<file path="src/rtl/exmuldiv.sv">
// exmuldiv: iterative 34-cycle MULT/MULTU/DIV/DIVU unit owning the HI/LO registers.
// Shift-add multiply and restoring divide share one {p,q} datapath on magnitudes; signs are fixed up in FIX.
module exmuldiv #(
    parameter int DWIDTH = 32
) (
    input  logic              clk,
    input  logic              rst,
    input  logic              start,
    input  logic [1:0]        op,
    input  logic [DWIDTH-1:0] rsval,
    input  logic [DWIDTH-1:0] rtval,
    input  logic              hiwr,
    input  logic              lowr,
    input  logic [DWIDTH-1:0] wrdata,
    output logic              stall,
    output logic              busy,
    output logic              done,
    output logic              divzero,
    output logic [DWIDTH-1:0] hi,
    output logic [DWIDTH-1:0] lo
);
    typedef enum logic [1:0] {IDLE, CALC, FIX} state_t;
    state_t state, nstate;
    logic [4:0] count;
    logic mul, sa, sb, bz, go, sgn;
    logic [DWIDTH-1:0] p, q, a, rsraw, rs_abs, rt_abs, diff, quo, rem;
    logic [DWIDTH:0] msum, madd, rsh;
    logic ge;
    logic [2*DWIDTH-1:0] prod;
    always_comb begin
        go = start & (state == IDLE);
        stall = go | busy;
        nstate = state == IDLE ? (start ? CALC : IDLE) :
                 state == CALC ? (count == 5'd31 ? FIX : CALC) : IDLE;
    end
    always_ff @(posedge clk) begin
        if (rst) state <= IDLE;
        else state <= nstate;
    end
    // signed ops work on magnitudes; the unsigned ops pass operands through raw
    always_comb begin
        sgn = ~op[0];
        rs_abs = (sgn & rsval[DWIDTH-1]) ? -rsval : rsval;
        rt_abs = (sgn & rtval[DWIDTH-1]) ? -rtval : rtval;
        msum = {1'b0, p} + {1'b0, a};
        madd = q[0] ? msum : {1'b0, p};
        rsh = {p, q[DWIDTH-1]};
        ge = rsh >= {1'b0, a};
        diff = rsh[DWIDTH-1:0] - a;
        prod = (sa ^ sb) ? -{p, q} : {p, q};
        quo = (sa ^ sb) ? -q : q;
        rem = sa ? -p : p;
    end
    always_ff @(posedge clk) begin
        if (rst) begin
            count <= '0;
            busy <= 1'b0;
            done <= 1'b0;
            divzero <= 1'b0;
            hi <= '0;
            lo <= '0;
            mul <= 1'b0;
            sa <= 1'b0;
            sb <= 1'b0;
            bz <= 1'b0;
            p <= '0;
            q <= '0;
            a <= '0;
            rsraw <= '0;
        end else begin
            busy <= nstate != IDLE;
            done <= state == FIX;
            if (go) begin
                mul <= ~op[1];
                sa <= sgn & rsval[DWIDTH-1];
                sb <= sgn & rtval[DWIDTH-1];
                bz <= rtval == '0;
                rsraw <= rsval;
                a <= op[1] ? rt_abs : rs_abs;
                q <= op[1] ? rs_abs : rt_abs;
                p <= '0;
                count <= '0;
                divzero <= 1'b0;
            end else if (state == IDLE) begin
                if (hiwr) hi <= wrdata;
                if (lowr) lo <= wrdata;
            end
            if (state == CALC) begin
                count <= count + 5'd1;
                p <= mul ? madd[DWIDTH:1] : (ge ? diff : rsh[DWIDTH-1:0]);
                q <= mul ? {madd[0], q[DWIDTH-1:1]} : {q[DWIDTH-2:0], ge};
            end
            if (state == FIX) begin
                hi <= mul ? prod[2*DWIDTH-1:DWIDTH] : (bz ? rsraw : rem);
                lo <= mul ? prod[DWIDTH-1:0] : (bz ? '1 : quo);
                divzero <= ~mul & bz;
            end
        end
    end
endmodule

</file>
<file path="config.mk">
export PLATFORM = sky130hd
export DESIGN_NAME = exmuldiv
export DESIGN_NICKNAME = d
export VERILOG_FILES = /design/src/rtl/exmuldiv.sv
export SDC_FILE = /design/constraint.sdc
export NUM_CORES = 1
export LEC_CHECK = 0
export CELL_PAD_IN_SITES_DETAIL_PLACEMENT = 1
export CELL_PAD_IN_SITES_GLOBAL_PLACEMENT = 1
export CORE_UTILIZATION = 40
export CTS_BUF_LIST = sky130_fd_sc_hd__clkbuf_4
export DETAILED_ROUTE_END_ITERATION = 8
export GPL_TIMING_DRIVEN = 0
export PLACE_DENSITY_LB_ADDON = 0.05
export SETUP_SLACK_MARGIN = 0.2
export SYNTH_ARGS = -nofsm -noshare
export SYNTH_HDL_FRONTEND = slang
export SYNTH_SLANG_ARGS = --single-unit
</file>
<file path="constraint.sdc">
create_clock -name clk -period 3.5 [get_ports clk]
set_clock_uncertainty 0.2 [all_clocks]
set_input_delay 0.525 -clock clk [delete_from_list [all_inputs] [get_ports clk]]
set_output_delay 0.525 -clock clk [all_outputs]
set_load 0.02 [all_outputs]
</file>
Word level (Yosys, flattened, before mapping)
Cells that the tools add are included.
{"block": "word_totals", "ff_bits": 206, "inputBits": 103, "out_inout_bits": 68}
{"block": "classes", "addsub": 8, "magnitude_cmp": 1, "eq_ne": 4, "n_mux": 35, "bitwise": 9, "n_reduce_logical": 10}
{"operator": "$mux W32", "count": 25}
{"operator": "$neg A32 Y32", "count": 4}
{"operator": "$mux W64", "count": 1}
{"operator": "$neg A64 Y64", "count": 1}
{"operator": "$add A32 B32 Y33", "count": 1}
{"operator": "$ge A33 B32 Y1", "count": 1}
{"operator": "$mux W33", "count": 1}
{"operator": "$logic_not A32 Y1", "count": 1}
{"operator": "$sub A32 B32 Y32", "count": 1}
{"operator": "$reduce_bool A2 Y1", "count": 6}
{"operator": "$mux W5", "count": 2}
{"operator": "$mux W2", "count": 3}
{"operator": "$reduce_and A3 Y1", "count": 2}
{"operator": "$add A5 B1 Y5 const B", "count": 1}
{"operator": "$eq A5 B5 Y1 const B", "count": 1}
{"operator": "$and A1 B1 Y1", "count": 4}
{"operator": "$mux W1", "count": 3}
{"operator": "$not A1 Y1", "count": 3}
{"operator": "$eq A2 B1 Y1 const B", "count": 1}
{"operator": "$eq A2 B2 Y1 const B", "count": 1}
{"operator": "$logic_not A2 Y1", "count": 1}
{"operator": "$ne A2 B1 Y1 const B", "count": 1}
{"operator": "$or A1 B1 Y1", "count": 1}
{"operator": "$xor A1 B1 Y1", "count": 1}

Logic depth before layout (Yosys ltp)
Gate-level depths: netlist of run 1.
{"block": "depth", "word_depth": 6, "depth_mapped": 14}

Least setup slack after synthesis of run 1
OpenSTA, ideal clock, no wires.
{"block": "synth_path", "kind": "register -> register", "start": "register p[1]", "end": "register hi[28]", "setup_ns": 0.086, "arrival_ns": 2.956, "slack_ns": 0.258, "stages_incl_launch_ff": 13, "path_buffers": 1, "synth_period_minus_slack_ns": 3.242, "cell_sequence": "dfxtp_1 -> clkbuf_1 -> inv_1 -> ha_1 -> nor3b_1 -> nand3_1 -> or4b_1 -> nor3_1 -> a21boi_0 -> xnor2_1 -> mux2i_1 -> o21ai_0 -> a211oi_1"}
{"block": "synth_via", "elab_chain_len": 5, "elab_cells_between_ends": 7}
{"element": "start, declared", "line_no": "26", "source": "logic [DWIDTH-1:0] p, q, a, rsraw, rs_abs, rt_abs, diff, quo, rem;"}
{"element": "start signal, assigned", "line_no": "90", "source": "p <= mul ? madd[DWIDTH:1] : (ge ? diff : rsh[DWIDTH-1:0]);"}
{"element": "$neg A32 Y32", "line_no": "52", "source": "rem = sa ? -p : p;"}
{"element": "$mux W32", "line_no": "52"}
{"element": "$mux W32", "line_no": "94", "source": "hi <= mul ? prod[2*DWIDTH-1:DWIDTH] : (bz ? rsraw : rem);"}
{"element": "$mux W32 (*)", "line_no": "94"}
{"element": "$mux W32 (*)", "line_no": "93", "source": "if (state == FIX) begin"}
{"element": "end signal, assigned", "line_no": "85", "source": "if (hiwr) hi <= wrdata;"}
{"element": "end signal, assigned", "line_no": "94"}
{"element": "end, declared", "line_no": "19", "source": "output logic [DWIDTH-1:0] hi,"}
Every way passes the cells marked *; elsewhere a longest branch is shown, timed or not.
A chain may end at the register's enable or synchronous reset.

Worst setup path in the final report of run 1
{"block": "layout_path", "start": "register q[8]", "end": "register hi[8]"}
{"block": "layout_via", "elab_chain_len": 4}
{"element": "start, declared", "line_no": "26"}
{"element": "start signal, assigned", "line_no": "80", "source": "q <= op[1] ? rs_abs : rt_abs;"}
{"element": "start signal, assigned", "line_no": "91", "source": "q <= mul ? {madd[0], q[DWIDTH-1:1]} : {q[DWIDTH-2:0], ge};"}
{"element": "$neg A64 Y64", "line_no": "50", "source": "prod = (sa ^ sb) ? -{p, q} : {p, q};"}
{"element": "$mux W64", "line_no": "50"}
{"element": "$mux W32", "line_no": "94"}
{"element": "$mux W32", "line_no": "93"}
No other way between the ends.

==> results of run 1 <==
[tightest hold or removal path: stages]
cell             delay, ps
clkdlybuf4s50_1        440
nand2_1                 80
a311oi_1                90
[flip-flops by register name, summed over array words and instances, names as in the netlist]
name / cells
a: 32
busy: 1
bz: 1
count: 5
divzero: 1
done: 1
hi: 32
lo: 32
mul: 1
p: 32
q: 32
rsraw: 32
sa: 1
sb: 1
state: 2
[power breakdown]
part | total (W) | internal (W) | switching, W
Clock | 0.00233 | 0.00112 | 0.00121
Sequential | 0.00288 | 0.00256 | 0.000321
Combinational | 0.00828 | 0.00338 | 0.00491
Total | 0.0135 | 0.00706 | 0.00644
[cell usage in the layout (no fill, tap or decap), types with 60 or more instances in the layout]
master	n
o21ai_0	115
ha_1	60
clkbuf_4	90
dfxtp_1	178
clkdlybuf4s50_1	167
nor2_1	271
clkbuf_1	141
nand2_1	340
xor2_1	90
a21oi_1	224
xnor2_1	94
[metrics by stage]
step                 util  worst slack, ps
floorplan               -              258
global placement    0.463            -1400
detailed placement  0.463            -1360
CTS                 0.502              109
global route        0.525            -43.0
finish              0.525             85.6
[layout make-up]
type	count	area (µm²)
antenna	6	15.0
buffer	193	915
clock buffer	86	646
clock inverter	17	76.3
fill	5304	20000
inverter	66	265
multi-input combinational	1966	13200
sequential	206	4180
tap	539	674
timing repair buffer	226	2210
[final timing paths]
| check | start | end | slack (ps) | cells past startpoint |
|---|---|---|---|---|
| max reg2reg | q[8]$_SDFFE_PP0P_ | hi[8]$_SDFFE_PP0P_ | 90 | 11 |
| min | wrdata[30] | lo[30]$_SDFFE_PP0P_ | 160 | 3 |
| min reg2reg | rsraw[3]$_SDFFE_PP0P_ | rsraw[3]$_SDFFE_PP0P_ | 270 | 2 |
| max | q[8]$_SDFFE_PP0P_ | hi[8]$_SDFFE_PP0P_ | 90 | 11 |
[cell families after synthesis]
family	Yosys count	synth area share
xor gates and xnor gates	194	0.0990
and+or+nand+nor	884	0.230
AOI/OAI and AO/OA	748	0.279
DFF	206	0.240
adders and majority gates	72	0.0533
buffers and inverters	259	0.0579
muxes	68	0.0404
[repair_timing]
action / 4_1_cts / 5_1_grt
setup endpoints to repair: 85 / 83
gates cloned: 1 / 0
pin swaps: 29 / 75
buffers inserted: 21 / 36
resized for setup: 174 / 221
[layer usage]
layer,wire (µm),up-vias
met5,0,-
met4,6850,0
met3,9280,343
met2,41400,1269
met1,39400,10300
li1,-,9315
==> impl_metrics.csv, run 1 <==
group,metric,value,unit
run_status,outcome,"completed",
critical_path,slowest_delay,450,ps
timing,relSlewSlack,0.171,
timing,setup_viol,0,
place,dp.cells,3138,
place,placed_area,19500,µm²
timing,post-route-period-util,0.976,
critical_path,path_class,"reg -> reg",
place,place.gp.congestion,1.05,
yosys,synthArstFlopShare,0,
floorplan,die_area,43800,µm²
flow_run,cap_violations,0,
floorplan,rows,75,
floorplan,initial_core_util,0.408,
clocking,h-tree-depth,2,
grt,use_met2,0.641,
grt,grt_max_degree,17,
hold_path,min_path_type,"in -> reg",
yosys,ys_seq_area_frac,0.240,
floorplan,die_h,209,µm
critical_path,cp_cell_sequence,"or3_4 > or4_4 > or3_4 > buf_8 > or2_4 > buf_6 > nor2_4 > mux2i_4 > nor2_1 > a2111oi_2 > nor3_1",
power_and_ir_drop,ir_drop,0.380,mV
yosys,yosysMostFrequentCell,"nand2_1",
yosys,netlist_area,17200,µm²
place,dp.final_hpwl,76.0,mm
clocking,root_buffer,"clkbuf_4",
yosys,synth_area_leaders,"dfxtp_1, nand2_1, a21oi_1, nor2_1, xnor2_1",
timing,fin_crit,3410,ps
drt,drt-initial-drc-count,2059,
grt,grtUsageMet3,0.0962,
grt,grt.overflow.total,0,
power_and_ir_drop,p_per_area,610,nW/µm²
floorplan,placeableCoreArea,42100,µm²
yosys,yosysUniqueCellTypes,74,
critical_path,crit_path_top_delay_cell,"or4_4",
clocking,clk_latency,870,ps
power_and_ir_drop,p_leak,8.41,nW
timing,max_slew.worst_pin.slew,1240,ps
finish,final_nets,2892,
critical_path,cp_top_family,"simple AND/OR/NAND/NOR gates",
power_and_ir_drop,total_power,0.0135,W
yosys,ys_ff_latch,206,
drt,drc,0,
clocking,cts_tree,"built",
finish,drive_above_1_share,0.151,
yosys,synthCells,2431,
critical_path,cp_max_fo,7,
clocking,clk_path_buf_depth,3,
drt,routedWlPerCell,29.3,µm
drt,first_pass_iters,6,
finish,stdcell_area,22100,µm²
clocking,clkTransAtPathRegs,70,ps
critical_path,crit_top_cell,"or3_4",
timing,rsz0062_at_grt,"true",
yosys,synth-main-ff-cell,"dfxtp_1",
grt,grtUsageMet1,0.552,
grt,antenna_found_initial,4,
clocking,cts_hold_buf,0,
yosys,yosysTopAreaCell,"dfxtp_1",
critical_path,critPathBufInv,2,
critical_path,cp_data_required_time,4010,ps
grt,grt_pass1_wl,138,mm
critical_path,crit_path_end_kind,"register",
clocking,cts_made_buffers,58,
timing,fin_setup_tns,0,ps
grt,grt_pass1_vias,20700,
grt,top_usage_layer,"met2",
timing,clock.fmax,0.293,GHz
timing,hold_viol_final,0,
timing,maxSlewViolCount,0,
yosys,synth_common_cells,"nand2_1, nor2_1, a21oi_1",
yosys,synth_top_area_share,0.240,
yosys,synth_fp_nets,2606,
drt,vias,21300,
finish,areaGrowthSynthToFinish,28.9,%
drt,drtAntennaViolNets,0,
critical_path,worstPathArrival,3930,ps
yosys,yosys_warnings,0,
yosys,syn_area_per_cell,7.06,µm²
drt,vias_per_cell,6.43,
critical_path,start_kind,"register",
floorplan,top_level_ports,171,
drt,totalWireLength,96.9,mm
clocking,cts_sinks,206,
grt,grt_usage,0.427,
timing,hold_slack,164,ps
finish,final_cells,3305,
place,port_buffers,168,
floorplan,fp.dieW,209,µm
yosys,synth-edff-count,0,
(Power assumes the default switching activity.)
==> run 2: changes to the inputs <==
--- a/config.mk
+++ b/config.mk
@@ -5,8 +5,10 @@
 export SDC_FILE = /design/constraint.sdc
 export NUM_CORES = 1
 export LEC_CHECK = 0
+export ABC_CLOCK_PERIOD_IN_PS = 3500
 export CELL_PAD_IN_SITES_DETAIL_PLACEMENT = 1
 export CELL_PAD_IN_SITES_GLOBAL_PLACEMENT = 1
+export CORE_MARGIN = 5
 export CORE_UTILIZATION = 40
 export CTS_BUF_LIST = sky130_fd_sc_hd__clkbuf_4
 export DETAILED_ROUTE_END_ITERATION = 8
==> impl_metrics.csv, run 2 (synthesis gave the netlist of run 1 again) <==
group,metric,value,unit
clocking,clk_latency,850,ps
critical_path,critPathBufInv,4,
place,port_buffers,168,
clocking,h-tree-depth,3,
drt,drc,0,
critical_path,start_kind,"register",
timing,post-route-period-util,0.976,
grt,grt_pass1_vias,20900,
timing,maxSlewViolCount,0,
hold_path,min_path_type,"in -> reg",
finish,area.sequential,4190,µm²
grt,grt_pass1_wl,139,mm
clocking,cts_sinks,206,
grt,grt_usage,0.394,
floorplan,placeableCoreArea,42800,µm²
critical_path,cp_cell_sequence,"inv_2 > ha_4 > nand3_2 > o21bai_4 > a211oi_4 > o211ai_1 > buf_4 > a2111oi_4 > or3_4 > buf_12 > buf_12 > nand3_1 > a22oi_1 > o31ai_1",
drt,drtAntennaViolNets,0,
flow_run,cap_violations,0,
critical_path,cp_top_family,"compound AO/OA/AOI/OAI gates",
drt,totalWireLength,98.9,mm
timing,fin_setup_tns,0,ps
run_status,violations,"hold timing",
timing,max_slew.worst_pin.slew,1150,ps
clocking,clk_path_buf_depth,3,
power_and_ir_drop,ir_drop,0.321,mV
drt,routedWlPerCell,29.8,µm
critical_path,crit_path_top_delay_cell,"a2111oi_4",
finish,layout_common_cells,"nand2_1, nor2_1, a21oi_1, dfxtp_1, clkdlybuf4s50_1",
floorplan,fp.dieW,217,µm
floorplan,initial_core_util,0.401,
critical_path,cp_data_required_time,3980,ps
floorplan,die_h,217,µm
grt,grt.overflow.total,0,
timing,hold_slack,-16.3,ps
clocking,cts_tree,"built",
critical_path,path_class,"reg -> reg",
timing,rsz0062_at_grt,"true",
timing,fin_crit,3420,ps
floorplan,rows,76,
clocking,clkTransAtPathRegs,70,ps
drt,vias,21300,
run_status,outcome,"complete, but fails checks",
power_and_ir_drop,p_per_area,618,nW/µm²
place,dp.final_hpwl,76.8,mm
finish,drive_above_1_share,0.144,
floorplan,die_area,47200,µm²
timing,fin_ws,84.3,ps
clocking,root_buffer,"clkbuf_4",
finish,areaGrowthSynthToFinish,28.5,%
place,place.gp.congestion,1.08,
floorplan,top_level_ports,171,
clocking,cts_hold_buf,0,
grt,antenna_found_initial,5,
drt,vias_per_cell,6.42,
timing,relSlewSlack,0.236,
critical_path,crit_path_end_kind,"register",
finish,multi_input_area,13000,µm²
drt,first_pass_iters,6,
timing,clock.fmax,0.293,GHz
power_and_ir_drop,p_leak,8.37,nW
finish,fill_cells,5354,
critical_path,slowest_delay,420,ps
critical_path,worstPathArrival,3900,ps
drt,drt-initial-drc-count,2464,
place,post-place-ws,-1570,ps
finish,final_common_cell,"nand2_1",
grt,grt_max_degree,11,
timing,hold_viol_final,1,
critical_path,cp_max_fo,5,
finish,final_nets,2902,
clocking,cts_made_buffers,66,
critical_path,crit_top_cell,"buf_12",
timing,setup_viol,0,
[run 2: changes by cell type in the layout (fill, tap and decap cells not counted), sizes merged]
cell	before	now
inv	65	68
clkdlybuf4s50	167	166
clkinvlp	0	1
dlymetal6s2s	0	1
clkbuf	250	254
clkinv	18	17
diode	6	5
clkdlybuf4s15	1	2
buf	86	89
[run 2: path summary, 6_finish.rpt]
kind	from	to	slack (ps)	cells past startpoint
worst min register to register	hi[4]$_SDFFE_PP0P_	hi[4]$_SDFFE_PP0P_	270	2
worst max-delay path	a[2]$_SDFFE_PP0P_	p[30]$_SDFFE_PP0P_	80	14
worst min-delay path	rsval[18]	rsraw[18]$_SDFFE_PP0P_	-20	3
worst max register to register	a[2]$_SDFFE_PP0P_	p[30]$_SDFFE_PP0P_	80	14
[run 2: metrics by stage]
stage / power [W] / utilization / instances / cell area, µm²
6_report: 0.0136 / 0.516 / 3322 / 22100
5_1_grt: 0.0141 / 0.516 / 3322 / 22100
4_1_cts: 0.0125 / 0.494 / 3281 / 21200
3_5_place_dp: 0.00912 / 0.457 / 3146 / 19600
3_3_place_gp: 0.00899 / 0.457 / 3145 / 19500
2_1_floorplan: 0.00691 / - / 2431 / 17200
[run 2: what timing repair did]
action	in CTS	in global routing
buffers inserted	21	35
pin swaps	20	43
gates resized for setup	174	166
setup endpoints to repair	95	84
gates cloned	2	1
[run 2: report_power, final]
group          switching [W]  total, W  internal, W
Combinational        0.00497   0.00826      0.00329
Sequential          0.000314   0.00288      0.00256
Clock                0.00129   0.00250      0.00121
Total                0.00658    0.0136      0.00707
[run 2: tightest hold or removal path: stages]
cell and delay (ps):
dlymetal6s2s_1 230, nand2_1 110, a21oi_1 60
[run 2: layout make-up]
class / count / share of cell area
flip-flops and latches: 206 / 0.190
diodes: 5 / 0.000567
inverters: 66 / 0.0119
repair buffers: 228 / 0.0997
well taps: 546 / 0.0310
plain buffers: 193 / 0.0414
clock inverters: 20 / 0.00386
multi-input cells: 1966 / 0.590
clock buffers: 92 / 0.0313
[run 2: metal layers]
metal / global-route usage / wire, µm
met2: 0.587 / 41800
met3: 0.0826 / 10200
met1: 0.544 / 41600
met5: 0 / 27
met4: 0.187 / 5270
